==> src/rtl/lc3b_types.sv <==
// rtl/lc3b_types.sv - shared physical-memory address and line types
package lc3b_types;

   localparam int PMEM_ADDR_W = 16;
   localparam int PMEM_LINE_W = 128;

   typedef logic [PMEM_ADDR_W-1:0] lc3b_pmem_addr;
   typedef logic [PMEM_LINE_W-1:0] lc3b_pmem_line;

endpackage

==> src/rtl/wb_entry.sv <==
// rtl/wb_entry.sv - single write-buffer entry (valid, address, line)
module wb_entry
   import lc3b_types::*;
(
   input  logic          clk,
   input  logic          reset,
   input  logic          load,
   input  logic          clear,
   input  lc3b_pmem_addr load_addr,
   input  lc3b_pmem_line load_line,
   output logic          valid,
   output lc3b_pmem_addr addr,
   output lc3b_pmem_line line
);

   logic          valid_q, valid_d;
   lc3b_pmem_addr addr_q, addr_d;
   lc3b_pmem_line line_q, line_d;

   // Load wins over clear; the controller never asserts both in one cycle.
   always_comb begin
      valid_d = valid_q;
      addr_d  = addr_q;
      line_d  = line_q;
      if (load) begin
         valid_d = 1'b1;
         addr_d  = load_addr;
         line_d  = load_line;
      end else if (clear) begin
         valid_d = 1'b0;
      end
   end

   // Entry storage; reset discards any buffered line.
   always_ff @(posedge clk or posedge reset) begin
      if (reset) begin
         valid_q <= 1'b0;
         addr_q  <= '0;
         line_q  <= '0;
      end else begin
         valid_q <= valid_d;
         addr_q  <= addr_d;
         line_q  <= line_d;
      end
   end

   assign valid = valid_q;
   assign addr  = addr_q;
   assign line  = line_q;

endmodule

==> src/rtl/l2_write_buffer.sv <==
// rtl/l2_write_buffer.sv - one-entry writeback buffer between L2 and physical memory
module l2_write_buffer
   import lc3b_types::*;
(
   input  logic          clk,
   input  logic          reset,
   input  logic          mem_read,
   input  logic          mem_write,
   input  lc3b_pmem_addr mem_address,
   input  lc3b_pmem_line mem_wdata,
   output logic          mem_resp,
   output lc3b_pmem_line mem_rdata,
   output logic          pmem_read,
   output logic          pmem_write,
   output lc3b_pmem_addr pmem_address,
   output lc3b_pmem_line pmem_wdata,
   input  logic          pmem_resp,
   input  lc3b_pmem_line pmem_rdata
);

   typedef enum logic [1:0] {IDLE, READ, DRAIN} state_t;

   state_t        state_q, state_d;
   logic          entry_valid;
   lc3b_pmem_addr entry_addr;
   lc3b_pmem_line entry_line;
   logic          entry_load;
   logic          entry_clear;
   logic          hit;

   wb_entry u_entry (
      .clk       (clk),
      .reset     (reset),
      .load      (entry_load),
      .clear     (entry_clear),
      .load_addr (mem_address),
      .load_line (mem_wdata),
      .valid     (entry_valid),
      .addr      (entry_addr),
      .line      (entry_line)
   );

   assign hit = entry_valid && (entry_addr == mem_address);

   // Request steering: reads beat writes beat idle drain; a pmem transaction
   // once started holds its address/data until pmem_resp.
   always_comb begin
      state_d      = state_q;
      entry_load   = 1'b0;
      entry_clear  = 1'b0;
      mem_resp     = 1'b0;
      mem_rdata    = entry_line;
      pmem_read    = 1'b0;
      pmem_write   = 1'b0;
      pmem_address = entry_addr;
      pmem_wdata   = entry_line;
      case (state_q)
         IDLE: begin
            if (mem_read) begin
               if (hit) begin
                  mem_resp = 1'b1;
               end else begin
                  state_d = READ;
               end
            end else if (mem_write) begin
               if (!entry_valid || hit) begin
                  entry_load = 1'b1;
                  mem_resp   = 1'b1;
               end else begin
                  state_d = DRAIN;
               end
            end else if (entry_valid) begin
               state_d = DRAIN;
            end
         end
         READ: begin
            pmem_read    = 1'b1;
            pmem_address = mem_address;
            mem_rdata    = pmem_rdata;
            mem_resp     = pmem_resp;
            if (pmem_resp) begin
               state_d = IDLE;
            end
         end
         DRAIN: begin
            pmem_write = 1'b1;
            if (mem_read && hit) begin
               mem_resp = 1'b1;
            end
            if (pmem_resp) begin
               entry_clear = 1'b1;
               state_d     = IDLE;
            end
         end
         default: begin
            state_d = IDLE;
         end
      endcase
   end

   // State register; reset abandons any in-flight pmem transaction.
   always_ff @(posedge clk or posedge reset) begin
      if (reset) begin
         state_q <= IDLE;
      end else begin
         state_q <= state_d;
      end
   end

endmodule

==> config.mk <==
export PLATFORM = sky130hd
export DESIGN_NAME = l2_write_buffer
export DESIGN_NICKNAME = d
export VERILOG_FILES = /design/src/rtl/lc3b_types.sv /design/src/rtl/wb_entry.sv /design/src/rtl/l2_write_buffer.sv
export SDC_FILE = /design/constraint.sdc
export NUM_CORES = 1
export LEC_CHECK = 0
export BUFFER_PORTS_ARGS = -buffer_cell sky130_fd_sc_hd__buf_2
export CAP_MARGIN = 20
export CORE_AREA = 2 2 217 219
export CTS_CLUSTER_DIAMETER = 100
export DETAILED_ROUTE_END_ITERATION = 10
export DIE_AREA = 0 0 219 221
export GPL_TIMING_DRIVEN = 1
export HOLD_SLACK_MARGIN = 0.15
export PLACE_DENSITY = 0.43
export SLEW_MARGIN = 20
export SYNTH_ARGS = -nofsm -noshare
export SYNTH_HDL_FRONTEND = slang
export SYNTH_SLANG_ARGS = --single-unit
==> constraint.sdc <==
create_clock -name clk -period 9.1 [get_ports clk]
set_input_delay 0 -clock clk [delete_from_list [all_inputs] [get_ports clk]]
set_output_delay 0 -clock clk [all_outputs]
set_load 0.005 [all_outputs]
==> impl_results.md <==
- Pwr Total: 4090 µW
- Via density: 3.83
- Routed Wire Length: roughly 27,000 µm
- Fillers: between 4k and 5k
- Final core occ: 28.5%
- Sw Share: 34.4%
- Post-synth EDFFs: 0
- Final Cell Area: 0.0131 mm²
- Clock Latency Late Sink: 0.44 ns
- Setup bufs post-CTS: 0
- FMAX: 327 MHz
- Commonest cells post-synth: mux2_2, dfrtp_1, mux2_4
- Cell Rows: 79
- RSZ-0062 raised after global routing: false
- Number of port buffers: about 550
- Worst relative slew slack: 40.0%
- Dominant synthesized flop cell: dfrtp_1
- Crit Path Category: flop to flop
- Die height: 221 µm
- Mapped Avg Cell Area: 14.7 µm²
- Ant diodes: 0
- Setup_tns: 0 ns
- Max FO, Critical Path: 51
- WP data arrival: roughly 3.4 ns
- Initial antenna violation count: 0
- Critical path launch point type: flop
- Area leader, netlist: dfrtp_1
- Std-Cell Core Area: 0.0461 mm²
- CP endpoint kind: flop
- Combinational Power Share: a little over 50%
- Power Internal: 2680 µW
- Placed cell area: 0.0111 mm²
- Top-count cell post-synth: mux2_2
- Routed Antenna Nets: 0
- Final setup fails: 0
- YS warnings: 0
- Synthesis-stage register bit count: 147
- Total grt overflow: 0
- Clk buf depth: 2
- NetSw: 1410 µW
- Post-cts repair resize count: 0
- Residual DRC: 0
- Vias in the first global route: around 7.4k
- NumNets Final: 1,495
- CP Data Required Time: 9.42 ns
- Max_cap viols: 0
- Post-synth top area share: 48.0%
- Die area: 0.0484 mm²
- Largest net degree at the start of global routing: 87
- Clock skew: 0.00850 ns
- Hold WC Path Type: input pin to asynchronous set/reset pin
- Post-synth cell types: 25
- Share of cells above drive strength 1: 71.6%
- Status: finished, final reports clean
- GRT Resource Usage Total: 11.1%
- Gpl congestion: around 0.83
- CTS tree: yes
- Initial core utilization: about 17%
- Seq pwr share: 32.0%
- Period minus WS final: approximately 3.1 ns
- Maximum VDD drop: 125 µV
- Clk pin slew, worst setup/hold paths: roughly 0.060 ns
- Drt pass-1 iters: 7
- Max-slew violation count: 0
- Largest cells by area after synthesis: dfrtp_1, mux2_2, mux2_4, xor2_1, buf_6
- Die width: about 220 µm
- DR WL/cell: between 10 and 15 µm
- Root Buffer Master: clkbuf_16
- Final Cycle Share: ~34%
- Pwr dens: 311 mW/mm²
- Cells after synthesis: around 520
- Pleak: between 0.006 and 0.007 µW
- P&R area growth vs syn: 71.2%
- Min Hold Slack: 0.241 ns
- Sequential element share of the synthesized area: 48.0%
- Initial DRC Count: ~210
- First-pass GRT wire length: around 42,000 µm
- DP HPWL: 21,000 µm
- Async set-reset flop share out of synthesis: between 90% and 100%
- CTS buffer count: 17
- TritonCTS Sinks: ~150
- Htree depth: 4
- Syn_nets: 804
- Worst-Margin Slew: 0.900 ns
- I/O pin total: 552
- Via Count: 7,013
- Clock Power Share: 16.8%
- R2R depth: 6
- Fin. Hold Viols: 0
- Post-Synthesis Cell Area: 0.00767 mm²
## path summary, 6_finish.rpt
kind	from	slack, ns	end
max	u_entry.addr[5]$_DFFE_PP0P_	6.04	u_entry.line[62]$_DFFE_PP0P_
min	reset	0.24	u_entry.addr[5]$_DFFE_PP0P_
max reg2reg	u_entry.addr[5]$_DFFE_PP0P_	6.04	u_entry.line[62]$_DFFE_PP0P_
min reg2reg	u_entry.line[121]$_DFFE_PP0P_	0.53	u_entry.line[121]$_DFFE_PP0P_
max in group asynchronous	reset	7.42	u_entry.line[120]$_DFFE_PP0P_
min in group clk	pmem_rdata[11]	0.29	mem_rdata[11]
## power groups by stage
stage,logic (µW),registers (µW),clock network [µW]
final,2090,1310,688
after global routing,2250,1360,751
after CTS,2120,1310,725
after detailed placement,2050,1320,0
after global placement,2040,1320,0
after floorplan,1140,1230,0
## routing by layer
metal	up-vias	global-route usage [%]	wire, µm
met2	254	19.9	14400
met4	0	3.36	365
met5	-	0	0
li1	3267	-	-
met1	3470	13.1	11300
met3	22	2.60	1420
## metrics by stage
| step | worst slack [ns] | std cells |
|---|---|---|
| 3_5_place_dp | 6.06 | 1653 |
| 6_report | 6.04 | 1833 |
| 3_3_place_gp | 6.00 | 1653 |
| 5_1_grt | 5.83 | 1833 |
| 4_1_cts | 6.04 | 1833 |
| 2_1_floorplan | 5.15 | 523 |
## cell families after synthesis
group / count (synthesis) / share of synthesized area (%)
xor gates and xnor gates: 16 / 1.83
buffers and inverters: 38 / 2.61
adders and majority gates: 4 / 0.653
AOI/OAI and AO/OA: 10 / 0.865
muxes: 289 / 44.8
DFF: 147 / 48.0
and+or+nand+nor: 19 / 1.27
## worst max-delay path: stages (launching register included)
cell	delay, ns
dfrtp_1	0.40
xor2_1	0.16
nor4_1	0.36
nand4_1	0.34
a211o_4	0.70
buf_4	0.51
mux2_4	0.40
## layout make-up
type	count	area (µm²)	share of cell area, %
well taps	607	759	5.78
flip-flops and latches	147	3680	28.0
inverters	5	23.8	0.181
multi-input cells	338	3810	29.0
clock buffers	22	494	3.76
clock inverters	9	78.8	0.600
repair buffers	705	4290	32.6
## flip-flops by register name (all words and copies together), names as in the netlist
| name | count |
|---|---|
| state_q | 2 |
| u_entry.line | 128 |
| u_entry.addr | 16 |
| u_entry.valid | 1 |
## placed cells by master, fill, tap and decap left out, types with 4 or more instances in the layout
master         instances
buf_2                551
buf_4                  5
clkbuf_16             17
clkbuf_8               5
clkinv_2               5
dfrtp_1              147
dlygate4sd3_1        149
inv_1                  4
mux2_2               239
mux2_4                49
nand2_1                7
nor4_1                 4
xor2_1                16
## timing repair
| item | CTS | global route |
|---|---|---|
| hold endpoints to repair | 232 | 0 |
| endpoints found under the setup margin | 0 | 0 |
| hold buffers | 149 | 0 |
(Power assumes the default switching activity.)
